[src/rtl/imem_boot_pkg.sv]
// Shared definitions for the instruction-memory boot loader: FSM state
// encoding, frame field sizes and default memory geometry.
package imem_boot_pkg;

  typedef enum logic [2:0] {
    ST_IDLE    = 3'd0,
    ST_HDR0    = 3'd1,
    ST_HDR1    = 3'd2,
    ST_PAYLOAD = 3'd3,
    ST_CHECK   = 3'd4,
    ST_DONE    = 3'd5,
    ST_ERR     = 3'd6
  } state_t;

  // Frame layout: little-endian length header, payload, one XOR checksum byte
  localparam int HDR_LEN        = 2;
  localparam int CHK_LEN        = 1;
  localparam int LEN_W          = 8 * HDR_LEN;

  localparam int DEFAULT_DEPTH  = 1024;
  localparam int DEFAULT_ADDR_W = 10;

  // Total number of stream beats making up a frame with n payload bytes
  function automatic int frame_beats(input int n);
    return HDR_LEN + n + CHK_LEN;
  endfunction

endpackage

[src/rtl/imem_frame_counter.sv]
// Frame bookkeeping for the boot loader: latched length, write address,
// payload byte count and running XOR checksum. Everything holds unless
// 'advance' (an accepted payload beat) or 'clear' (a new load) is asserted.
module imem_frame_counter
  import imem_boot_pkg::*;
#(
  parameter int DEPTH  = DEFAULT_DEPTH,
  parameter int ADDR_W = DEFAULT_ADDR_W
) (
  input  logic              clk,
  input  logic              rst,
  input  logic              clear,
  input  logic              advance,
  input  logic              len_lo_load,
  input  logic              len_hi_load,
  input  logic [7:0]        byte_in,
  output logic [ADDR_W-1:0] addr,
  output logic [ADDR_W:0]   count,
  output logic              len_over,
  output logic              len_zero,
  output logic              last_beat,
  output logic              chk_match
);

  localparam logic [LEN_W:0] DEPTH_EXT = (LEN_W+1)'(DEPTH);

  logic [7:0]       len_lo;
  logic [LEN_W-1:0] len;
  logic [7:0]       acc;
  logic [LEN_W-1:0] hdr_len;
  logic [LEN_W:0]   count_inc;

  // Length as it stands while the high header byte is on the stream,
  // so the overflow/zero decision is made in the same cycle as the beat
  assign hdr_len   = {byte_in, len_lo};
  assign len_over  = {1'b0, hdr_len} > DEPTH_EXT;
  assign len_zero  = (hdr_len == '0);

  // The current beat is the last payload byte when count+1 reaches N
  assign count_inc = (LEN_W+1)'(count) + (LEN_W+1)'(1);
  assign last_beat = (count_inc == {1'b0, len});

  assign chk_match = (byte_in == acc);

  // Latch the two header bytes as they arrive
  always_ff @(posedge clk) begin
    if (len_lo_load) len_lo <= byte_in;
    if (len_hi_load) len    <= {byte_in, len_lo};
  end

  // Address, byte count and checksum advance together on each payload beat
  always_ff @(posedge clk) begin
    if (rst) begin
      addr  <= '0;
      count <= '0;
      acc   <= '0;
    end else if (clear) begin
      addr  <= '0;
      count <= '0;
      acc   <= '0;
    end else if (advance) begin
      addr  <= addr + ADDR_W'(1);
      count <= count + (ADDR_W+1)'(1);
      acc   <= acc ^ byte_in;
    end
  end

endmodule

[src/rtl/imem_boot_loader.sv]
// Power-up boot loader: receives a length-prefixed, XOR-checksummed program
// image over a byte stream, writes it into instruction memory from address 0
// and keeps the CPU held until the image has been loaded and verified.
module imem_boot_loader
  import imem_boot_pkg::*;
#(
  parameter int DEPTH  = DEFAULT_DEPTH,
  parameter int ADDR_W = DEFAULT_ADDR_W,
  parameter int WIDTH  = 8
) (
  input  logic              clk,
  input  logic              rst,
  input  logic              start,
  input  logic [WIDTH-1:0]  rx_data,
  input  logic              rx_valid,
  output logic              rx_ready,
  output logic              mem_we,
  output logic [ADDR_W-1:0] mem_waddr,
  output logic [WIDTH-1:0]  mem_wdata,
  output logic              cpu_hold,
  output logic              done,
  output logic              error,
  output logic [ADDR_W:0]   bytes_loaded
);

  state_t state, state_next;

  logic              clear;
  logic              advance;
  logic              len_lo_load;
  logic              len_hi_load;
  logic [ADDR_W-1:0] addr;
  logic [ADDR_W:0]   count;
  logic              len_over;
  logic              len_zero;
  logic              last_beat;
  logic              chk_match;

  imem_frame_counter #(
    .DEPTH  (DEPTH),
    .ADDR_W (ADDR_W)
  ) u_counter (
    .clk         (clk),
    .rst         (rst),
    .clear       (clear),
    .advance     (advance),
    .len_lo_load (len_lo_load),
    .len_hi_load (len_hi_load),
    .byte_in     (rx_data),
    .addr        (addr),
    .count       (count),
    .len_over    (len_over),
    .len_zero    (len_zero),
    .last_beat   (last_beat),
    .chk_match   (chk_match)
  );

  // State register
  always_ff @(posedge clk) begin
    if (rst) state <= ST_IDLE;
    else     state <= state_next;
  end

  // CPU release lags DONE entry by one cycle; a restart from DONE
  // re-asserts the hold on the same edge that leaves DONE
  always_ff @(posedge clk) begin
    if (rst) cpu_hold <= 1'b1;
    else     cpu_hold <= !((state == ST_DONE) && !start);
  end

  // Next-state logic and per-beat strobes; the write port is driven
  // straight from the accepted beat with no added latency
  always_comb begin
    state_next  = state;
    rx_ready    = 1'b0;
    mem_we      = 1'b0;
    clear       = 1'b0;
    advance     = 1'b0;
    len_lo_load = 1'b0;
    len_hi_load = 1'b0;
    unique case (state)
      ST_IDLE, ST_DONE, ST_ERR: begin
        if (start) begin
          clear      = 1'b1;
          state_next = ST_HDR0;
        end
      end
      ST_HDR0: begin
        rx_ready = 1'b1;
        if (rx_valid) begin
          len_lo_load = 1'b1;
          state_next  = ST_HDR1;
        end
      end
      ST_HDR1: begin
        rx_ready = 1'b1;
        if (rx_valid) begin
          len_hi_load = 1'b1;
          if (len_over)      state_next = ST_ERR;
          else if (len_zero) state_next = ST_CHECK;
          else               state_next = ST_PAYLOAD;
        end
      end
      ST_PAYLOAD: begin
        rx_ready = 1'b1;
        if (rx_valid) begin
          mem_we  = 1'b1;
          advance = 1'b1;
          if (last_beat) state_next = ST_CHECK;
        end
      end
      ST_CHECK: begin
        rx_ready = 1'b1;
        if (rx_valid) begin
          if (chk_match) state_next = ST_DONE;
          else           state_next = ST_ERR;
        end
      end
      default: state_next = ST_IDLE;
    endcase
  end

  assign mem_waddr    = addr;
  assign mem_wdata    = mem_we ? rx_data : '0;
  assign done         = (state == ST_DONE);
  assign error        = (state == ST_ERR);
  assign bytes_loaded = count;

endmodule
[config.mk]
export PLATFORM = sky130hd
export DESIGN_NAME = imem_boot_loader
export DESIGN_NICKNAME = d
export VERILOG_FILES = /design/src/rtl/imem_boot_pkg.sv /design/src/rtl/imem_frame_counter.sv /design/src/rtl/imem_boot_loader.sv
export SDC_FILE = /design/constraint.sdc
export NUM_CORES = 1
export LEC_CHECK = 0
export BUFFER_PORTS_ARGS = -buffer_cell sky130_fd_sc_hd__buf_4
export CELL_PAD_IN_SITES_DETAIL_PLACEMENT = 1
export CELL_PAD_IN_SITES_GLOBAL_PLACEMENT = 1
export CORE_MARGIN = 5
export CORE_UTILIZATION = 30
export DETAILED_ROUTE_END_ITERATION = 10
export PLACE_DENSITY = 0.57
export SYNTH_ARGS = -nofsm -noshare
export SYNTH_HDL_FRONTEND = slang
export SYNTH_SLANG_ARGS = --single-unit
[constraint.sdc]
create_clock -name clk -period 4.14 [get_ports clk]
set_input_delay 0.414 -clock clk [delete_from_list [all_inputs] [get_ports clk]]
set_output_delay 0.414 -clock clk [all_outputs]
set_load 0.05 [all_outputs]
==> results of run 1 <==
where the power goes:
part,leakage (nW),internal [mW],switching [mW]
Combinational,0.650,0.141,0.244
Sequential,0.485,0.647,0.0682
Clock,0.110,0.318,0.237
cell usage in the layout (no fill, tap or decap), drive strengths merged, types with 2 or more instances in the layout:
master and count:
nand2 20, nand3 7, o22ai 2, clkbuf 11
nor3 7, xnor2 38, a21oi 8, buf 46
nor2 40, xor2 12, dfxtp 33, or3 4
a31oi 2, nor4 6, inv 9, and2 10
o21ai 7, mux2i 3, nand4 7, and3 3
nand2b 6, ha 2, edfxtp 24
stage by stage:
| stage | instances | area [um^2] | power [mW] | utilization, % | setup slack (ps) |
|---|---|---|---|---|---|
| after global routing | 440 | 3420 | 1.75 | 37.3 | 598 |
| after CTS | 440 | 3420 | 1.69 | 37.3 | 829 |
| after detailed placement | 424 | 3210 | 1.12 | 35.0 | 1100 |
| after floorplan | 280 | 2780 | 1.00 | - | 1580 |
| after global placement | 424 | 3210 | 1.12 | 35.0 | 1220 |
| final | 440 | 3420 | 1.66 | 37.3 | 922 |
logic make-up (layout without fill, tap and decap cells):
kind of cell	after synthesis	in the layout	share of synthesized area, %
AND/OR/NAND/NOR	116	116	21.1
flip-flops	57	57	49.7
XOR/XNOR	50	50	15.7
AO/OA/AOI/OAI	32	32	7.96
buffers and inverters	19	68	3.15
adder cells (fa/ha/maj)	3	3	1.26
multiplexers	3	3	1.08
per-layer routing:
| layer | GRT usage (%) | wire length [um] | vias up |
|---|---|---|---|
| met4 | 4.44 | 78 | 0 |
| met2 | 20.1 | 3140 | 36 |
| met5 | 0 | 0 | - |
| met1 | 15.6 | 3040 | 1020 |
| met3 | 4.25 | 240 | 7 |
| li1 | - | - | 1067 |
area by class of cell:
type | count | area [um^2]
fill | 1039 | 5740
clock inverter | 5 | 58.8
timing repair buffer | 46 | 345
sequential | 57 | 1380
tap | 111 | 139
inverter | 6 | 22.5
multi-input combinational | 204 | 1320
clock buffer | 11 | 153
state kept, by name, summed over array words and instances (netlist names):
signal,cells
state,3
cpu_hold,1
u_counter.len_lo,8
u_counter.len,16
u_counter.addr,10
u_counter.count,11
u_counter.acc,8
worst min-delay path by stage:
stage	start	endpoint	slack, ps	cells after the start
final	rx_data[6]	u_counter.len[14]	290	1
after global routing	rx_data[7]	u_counter.len[15]	270	1
after CTS	rx_data[7]	u_counter.len[15]	270	1
after detailed placement	u_counter.len_lo[1]	u_counter.len[1]	450	0
after global placement	u_counter.len_lo[0]	u_counter.len[0]	440	0
after floorplan	u_counter.len_lo[3]	u_counter.len[3]	430	0
==> run_results.csv, run 1 <==
group,metric,value,unit
setup_path,timing.critical_path.arrival,2800,ps
grt,grt_max_degree,30,
cts,clk_pin_slew,80,ps
yosys,synth_flop_cell,"dfxtp_1",
setup_path,crit_chain,"nand4_1 > inv_1 > and2_1 > buf_4",
layout,layout-drive-gt1-share,21.0,%
cts,postCtsSetupRepairBufs,0,
setup_path,cp_top_family,"simple AND/OR/NAND/NOR gates",
yosys,mappedNetlistArea,0.00278,mm^2
sta,hold_slack,294,ps
sta,finalSetupTns,0,ps
detailed_routing,avgRoutedWirePerCell,14.8,um
cts,clk_latency,340,ps
cts,cts_buffers,9,
setup_path,cp.depth,4,
yosys,syn-num-nets,294,
setup_path,critPathKind,"flop to primary output",
detailed_routing,first_pass_iters,4,
yosys,yosysTopAreaCell,"edfxtp_1",
yosys,synth_async_sr_flop_share,0,%
grt,grt_usage,12.5,%
layout,diodes,0,
setup_path,worst-path-max-fanout,20,
setup_path,crit_path_start,"state[0]",
sta,fin_crit,3220,ps
yosys,synth.top_cell.area_share,25.9,%
setup_path,cp.required,3730,ps
job,max-cap-violations,0,
setup_path,crit_end,"mem_wdata[2]",
cts,cts_max_path_buffers,2,
power_and_ir_drop,vdd_drop_max,0.152,mV
sta,rsz0062_at_grt,"no",
hold_path,hp-class,"input port to flop",
yosys,yosysWarnings,0,
detailed_routing,vias,2130,
yosys,seq_area_frac_synth,49.7,%
sta,slew_viol_final,0,
cts,root_buffer,"clkbuf_8",
setup_path,worst_path_max_delay_cell,"dfxtp_1",
floorplan,die_h,106,um
run_status,outcome,"finished, final reports clean",
yosys,synth.avg_cell_area,9.93,um^2
detailed_routing,post-route-drc-count,0,
floorplan,rows,35,
grt,overflow,0,
cts,hold_buffers,0,
yosys,yosysUniqueCellTypes,50,
setup_path,worst-path-buf-inv,2,
sta,finClkSkew,11.1,ps
setup_path,ff2ff_path_depth,7,
sta,fin_crit_sh,77.7,%
detailed_routing,ant_nets,0,
cts,cts_max_level,3,
grt,grt_pass1_wl,11000,um
cts,cts.sinks,57,
floorplan,core,0.00915,mm^2
floorplan,die-area,0.0113,mm^2
detailed_routing,totalWireLength,6510,um
setup_path,critPathLaunchType,"flop",
yosys,synth.most_common_cell,"nor2_1",
grt,grt_pass1_vias,2212,
yosys,synth_seq_cells,57,
place,gp_congestion,0.740,
layout,area_delta_synth_final,22.9,%
floorplan,pin_count,46,
setup_path,regToRegSetupSlack,1150,ps
sta,worst_pin_slew,1040,ps
cts,cts.repair.resized,0,
sta,fmax,0.311,GHz
detailed_routing,via_per_inst,4.84,
sta,relSlewSlack,30.5,%
power_and_ir_drop,p_per_area,485,mW/mm^2
place,dp.final_hpwl,4720,um
yosys,synth.area.top_cells,"edfxtp_1 (26%), dfxtp_1 (24%), xnor2_1 (12%)",
place,io_buffer_count,45,
setup_path,cp-end-kind,"primary output",
sta,hold_viol,0,
power_and_ir_drop,power.leakage,1.24,nW
yosys,synth_enable_flop_cells,24,
setup_path,r2r-start,"state[0]",
floorplan,initial_utilization,30.4,%
setup_path,slowest_delay,740,ps
floorplan,die_w,106,um
detailed_routing,drt_iter0_drc,50,
layout,nets,338,
setup_path,r2r_end,"u_counter.addr[9]",
grt,antenna_found_initial,0,
yosys,synth_cells,280,
cts,cts_tree,"built",
sta,setup_violations,0,
yosys,synth_common_cells,"nor2_1 (40), xnor2_1 (38), dfxtp_1 (33)",
(Power assumes the default switching activity.)
==> run 2, diff against run 1 <==
--- a/config.mk
+++ b/config.mk
@@ -11,7 +11,7 @@
 export CORE_MARGIN = 5
 export CORE_UTILIZATION = 30
 export DETAILED_ROUTE_END_ITERATION = 10
-export PLACE_DENSITY = 0.57
+export PLACE_DENSITY = 0.6
 export SYNTH_ARGS = -nofsm -noshare
 export SYNTH_HDL_FRONTEND = slang
 export SYNTH_SLANG_ARGS = --single-unit
==> constraint.sdc (replaced) <==
create_clock -name clk -period 2.63 [get_ports clk]
set_input_delay 0.263 -clock clk [delete_from_list [all_inputs] [get_ports clk]]
set_output_delay 0.263 -clock clk [all_outputs]
set_load 0.05 [all_outputs]
==> run 2 against run 1 <==
Count of clock-buffer cells in the layout is 1 higher. Clock skew is 3.5 ps lower. Routed wire length is 0.61% higher. Sequential share of layout area is 0.73 points lower. Critical path depth is 3 higher. Global-route usage is 0.51 points lower. Register-to-register slack worse by 810 ps. Clock power is 71% higher. Via count is 1.5% lower. Hold slack worse by 130 ps. Critical path type is now flop to flop. Largest cell class unchanged.
==> run_results.csv, run 2 (synthesis gave the netlist of run 1 again) <==
group,metric,value,unit
setup_path,crit_chain,"ha_1 > nand3_1 > or3_4 > or3_1 > o211ai_2 > a31oi_2 > o31a_1",
layout,regArea,0.00138,mm^2
setup_path,cp-end-kind,"flop",
grt,overflow,0,
detailed_routing,ant_nets,0,
sta,fin_crit_sh,86.9,%
power_and_ir_drop,vdd_drop_max,0.254,mV
job,max-cap-violations,0,
layout,final_cell_mix,"buf_4 (52), nor2_1 (40), xnor2_1 (38), dfxtp_1 (33), edfxtp_1 (24)",
floorplan,die_h,106,um
hold_path,min_from,"rx_data[1]",
setup_path,crit_path_start,"u_counter.count[1]",
place,gp_congestion,0.773,
layout,nets,344,
place,placed_area,0.00325,mm^2
layout,fill_cells,1038,
detailed_routing,avgRoutedWirePerCell,14.7,um
setup_path,critPathLaunchType,"flop",
cts,cts.repair.resized,0,
sta,setup_violations,0,
setup_path,cp_top_family,"simple AND/OR/NAND/NOR gates",
cts,root_buffer,"clkbuf_8",
layout,final_common_cell,"buf_4",
grt,antenna_found_initial,0,
setup_path,timing.critical_path.arrival,2500,ps
detailed_routing,totalWireLength,6550,um
sta,worst_pin_slew,666,ps
sta,fmax,0.438,GHz
power_and_ir_drop,power.leakage,1.28,nW
setup_path,regToRegSetupSlack,340,ps
grt,grt_max_degree,30,
grt,grt_usage,12.0,%
setup_path,ff2ff_path_depth,7,
setup_path,r2r-start,"u_counter.count[1]",
power_and_ir_drop,p_per_area,779,mW/mm^2
cts,clk_pin_slew,70,ps
sta,relSlewSlack,55.5,%
place,io_buffer_count,45,
layout,biggestRegsByFlops,"u_counter.len (16), u_counter.count (11), u_counter.addr (10)",
sta,slew_viol_final,0,
detailed_routing,vias,2097,
layout,diodes,0,
layout,regMostFlops,"u_counter.len",
sta,finClkSkew,7.66,ps
cts,cts.sinks,57,
floorplan,die_w,106,um
setup_path,worst-path-max-fanout,7,
setup_path,slowest_delay,390,ps
sta,rsz0062_at_grt,"no",
place,dp.final_hpwl,4890,um
cts,cts_max_level,3,
layout,multiInputGateArea,0.00132,mm^2
floorplan,core,0.00915,mm^2
floorplan,pin_count,46,
detailed_routing,post-route-drc-count,0,
floorplan,die-area,0.0113,mm^2
sta,hold_viol,0,
hold_path,hp-class,"input port to flop",
cts,postCtsSetupRepairBufs,0,
setup_path,r2r_end,"state[1]",
floorplan,initial_utilization,30.4,%
cts,hold_buffers,0,
grt,grt_pass1_wl,10800,um
floorplan,rows,35,
setup_path,cp.depth,7,
layout,largest_reg_flops,16,
layout,layout-drive-gt1-share,22.4,%
cts,clk_latency,330,ps
setup_path,cp.required,2840,ps
sta,fin_crit,2290,ps
setup_path,worst_path_max_delay_cell,"or3_1",
grt,grt_pass1_vias,2137,
setup_path,worst-path-buf-inv,0,
sta,finalSetupTns,0,ps
layout,final_cell_area,0.00348,mm^2
setup_path,crit_end,"state[1]",
detailed_routing,drt_iter0_drc,78,
detailed_routing,first_pass_iters,4,
setup_path,critPathKind,"flop to flop",
cts,cts_max_path_buffers,2,
cts,cts_buffers,9,
cts,cts_tree,"built",
detailed_routing,via_per_inst,4.70,
run_status,outcome,"finished, final reports clean",
layout,area_delta_synth_final,25.1,%
-- run 2: cell count changes in the layout (fill, tap and decap cells not counted) --
cell / change
clkbuf_16: -1
buf_4: +6
clkbuf_8: +2
inv_6: -1
inv_4: -1
bufinv_16: +1
-- run 2: layer usage --
metal / vias up / track usage (%) / wire (um) / share of wire (%)
li1: 1070 / - / - / -
met1: 980 / 16.4 / 3210 / 49
met2: 41 / 18.4 / 3010 / 46
met3: 6 / 3.10 / 243 / 3.7
met4: 0 / 4.16 / 81 / 1.2
met5: - / 0 / 0 / 0
-- run 2: cell type report --
cell class | count | area share (%)
sequential | 57 | 39.7
multi-input combinational | 204 | 37.9
timing repair buffer | 52 | 11.2
clock buffer | 12 | 4.46
tap | 111 | 3.99
clock inverter | 4 | 2.12
inverter | 6 | 0.647
-- run 2: power by group --
part	internal, mW	switching (mW)	leakage, nW
logic	0.246	0.420	0.680
clock network	0.588	0.363	0.117
registers	1.02	0.0759	0.485
-- run 2: through the flow --
| stage | power [mW] | cells | hold slack [ps] | setup slack [ps] | util, % |
|---|---|---|---|---|---|
| floorplan | 1.58 | 280 | 362 | 69.9 | - |
| global placement | 1.78 | 430 | 438 | 435 | 35.5 |
| detailed placement | 1.79 | 430 | 437 | 356 | 35.5 |
| CTS | 2.76 | 446 | 145 | 277 | 38.0 |
| global route | 2.86 | 446 | 139 | 173 | 38.0 |
| finish | 2.71 | 446 | 160 | 345 | 38.0 |
-- run 2: worst min-delay path by stage --
stage	endpoint	cells after the start	slack, ps
2_1_floorplan	u_counter.len[10]	0	360
3_3_place_gp	u_counter.len[0]	0	440
3_5_place_dp	u_counter.len[7]	0	440
4_1_cts	u_counter.len[9]	1	140
5_1_grt	u_counter.len[9]	1	140
6_report	u_counter.len[9]	1	160
==> run 3, diff against run 2 <==
--- a/config.mk
+++ b/config.mk
@@ -14,4 +14,5 @@
 export PLACE_DENSITY = 0.6
 export SYNTH_ARGS = -nofsm -noshare
 export SYNTH_HDL_FRONTEND = slang
+export SYNTH_HIERARCHICAL = 1
 export SYNTH_SLANG_ARGS = --single-unit
==> run 3 against run 2 <==
Clock power down 15%. Design area about the same. Sequential power about the same. Clock skew about the same. Cell count up 0.90%. Largest cell class unchanged. Hold slack worse by 25 ps.
==> run_results.csv, run 3 <==
group,metric,value,unit
yosys,synth_async_sr_flop_share,0,%
layout,diodes,0,
setup_path,critPathLaunchType,"flop",
layout,nets,348,
yosys,synth_seq_cells,57,
setup_path,r2r_end,"state[1]",
cts,clk_latency,330,ps
detailed_routing,avgRoutedWirePerCell,15.2,um
sta,setup_ws,235,ps
layout,final_cell_area,0.00348,mm^2
cts,cts.sinks,57,
cts,root_buffer,"clkbuf_8",
yosys,yosysWarnings,6,
sta,slew_viol_final,0,
sta,fin_crit_sh,91.1,%
layout,final_common_cell,"buf_4",
floorplan,die_w,107,um
cts,cts_max_path_buffers,2,
detailed_routing,ant_nets,0,
floorplan,core,0.00920,mm^2
yosys,mappedNetlistArea,0.00280,mm^2
hold_path,hp-class,"input port to flop",
place,dp.final_hpwl,4940,um
setup_path,ff2ff_path_depth,11,
setup_path,worst-path-max-fanout,7,
yosys,synth_flop_cell,"dfxtp_1",
sta,finClkSkew,8.13,ps
setup_path,cp.required,2850,ps
yosys,seq_area_frac_synth,49.3,%
grt,antenna_found_initial,0,
layout,largest_reg_flops,16,
yosys,synth.most_common_cell,"nor2_1",
layout,multiInputGateArea,0.00133,mm^2
grt,grt_usage,12.5,%
power_and_ir_drop,finalPower,2.54,mW
layout,area_delta_synth_final,24.1,%
sta,rsz0062_at_grt,"no",
sta,fmax,0.417,GHz
yosys,synth.avg_cell_area,9.87,um^2
floorplan,rows,35,
yosys,syn-num-nets,298,
sta,fin_crit,2400,ps
sta,worst_pin_slew,740,ps
layout,fin_cells,450,
hold_path,whs_endpoint,"state[0]",
place,io_buffer_count,45,
hold_path,min_from,"rst",
sta,relSlewSlack,50.7,%
yosys,yosysTopAreaCell,"edfxtp_1",
power_and_ir_drop,power.leakage,1.25,nW
sta,hold_viol,0,
cts,clk_pin_slew,70,ps
place,gp_congestion,0.768,
detailed_routing,post-route-drc-count,0,
layout,fill_cells,1082,
place,placed_area,0.00326,mm^2
setup_path,regToRegSetupSlack,230,ps
job,max-cap-violations,0,
yosys,synth.top_cell.area_share,25.7,%
layout,final_cell_mix,"buf_4 (52), nor2_1 (35), dfxtp_1 (31), xor2_1 (26)",
cts,cts_max_level,3,
grt,overflow,0,
detailed_routing,vias,2234,
yosys,synth.area.top_cells,"edfxtp_1 (26%), dfxtp_1 (24%), xor2_1 (8.1%)",
yosys,synth_common_cells,"nor2_1 (36), dfxtp_1 (33), xor2_1 (26)",
run_status,outcome,"finished, final reports clean",
layout,regArea,0.00138,mm^2
yosys,synth_cells,284,
floorplan,die_h,107,um
sta,finalSetupTns,0,ps
layout,regMostFlops,"u_counter/len",
grt,grt_max_degree,33,
setup_path,r2r-start,"u_counter/count[0]",
power_and_ir_drop,vdd_drop_max,0.236,mV
cts,hold_buffers,0,
floorplan,pin_count,46,
yosys,synth_enable_flop_cells,24,
detailed_routing,totalWireLength,6840,um
detailed_routing,first_pass_iters,4,
floorplan,die-area,0.0114,mm^2
place,dp.cells,433,
setup_path,timing.critical_path.arrival,2620,ps
place,preCtsSetupSlack,181,ps
power_and_ir_drop,p_per_area,730,mW/mm^2
layout,biggestRegsByFlops,"u_counter/len (16), u_counter/count (11), u_counter/addr (10)",
floorplan,initial_utilization,30.5,%
cts,cts_buffers,9,
grt,grt_pass1_wl,11100,um
yosys,yosysUniqueCellTypes,46,
layout,layout-drive-gt1-share,25.4,%
cts,cts_tree,"built",
detailed_routing,via_per_inst,4.96,
setup_path,critPathKind,"flop to flop",
hold_path,holdPathStages,2,
detailed_routing,drt_iter0_drc,72,
setup_path,cp-end-kind,"flop",
sta,setup_violations,0,
grt,grt_pass1_vias,2236,
[run 3: layout make-up]
class	count	share of cell area (%)
clock buffer	12	5.11
clock inverter	4	0.612
inverter	4	0.432
multi-input combinational	209	38.3
sequential	57	39.8
tap	111	3.99
timing repair buffer	53	11.8
[run 3: routing by layer]
| metal | share of wire (%) | track usage (%) | vias up |
|---|---|---|---|
| met1 | 47 | 15.8 | 1099 |
| li1 | - | - | 1090 |
| met3 | 2.4 | 2.11 | 8 |
| met5 | 0 | 0 | - |
| met4 | 1.9 | 6.03 | 0 |
| met2 | 49 | 20.8 | 37 |
[run 3: report_power, final]
| part | total, mW | switching, mW | internal (mW) |
|---|---|---|---|
| registers | 1.10 | 0.0926 | 1.01 |
| logic | 0.623 | 0.385 | 0.238 |
| clock network | 0.812 | 0.359 | 0.453 |
[run 3: worst max-delay path by stage]
stage	startpoint	endpoint	slack [ps]	cells past startpoint
global route	u_counter/count[0]	state[2]	9	11
CTS	u_counter/count[1]	state[1]	150	11
global placement	u_counter/count[0]	state[1]	230	11
finish	u_counter/count[0]	state[1]	230	11
detailed placement	u_counter/count[0]	state[1]	180	11
floorplan	u_counter/count[1]	state[1]	6	12
[run 3: cells by family after synthesis]
| group | after synthesis | synth area share [%] |
|---|---|---|
| and+or+nand+nor | 127 | 23.1 |
| DFF | 57 | 49.3 |
| xor gates and xnor gates | 44 | 13.7 |
| AOI/OAI and AO/OA | 34 | 8.75 |
| buffers and inverters | 18 | 3.57 |
| muxes | 2 | 0.714 |
| adders and majority gates | 2 | 0.892 |
[run 3: repair_timing]
action,4_1_cts,5_1_grt
endpoints found under the hold margin,0,0
setup buffers,0,1
setup endpoints to repair,0,3
gates resized for setup,0,4
[run 3: per-stage QoR]
step / hold WS, ps / util, %
2_1_floorplan: 328 / -
3_3_place_gp: 436 / 35.5
3_5_place_dp: 438 / 35.5
4_1_cts: 118 / 37.7
5_1_grt: 118 / 37.8
6_report: 135 / 37.8
[run 3: critical path: stages (launching register included)]
cell,delay [ps]
dfxtp_2,370
ha_1,220
and4_2,290
a211o_1,290
a21oi_1,120
o2111ai_1,140
a221oi_2,210
nor2b_1,70
o21ai_1,120
a32o_2,210
o221a_2,210
nor3_2,40
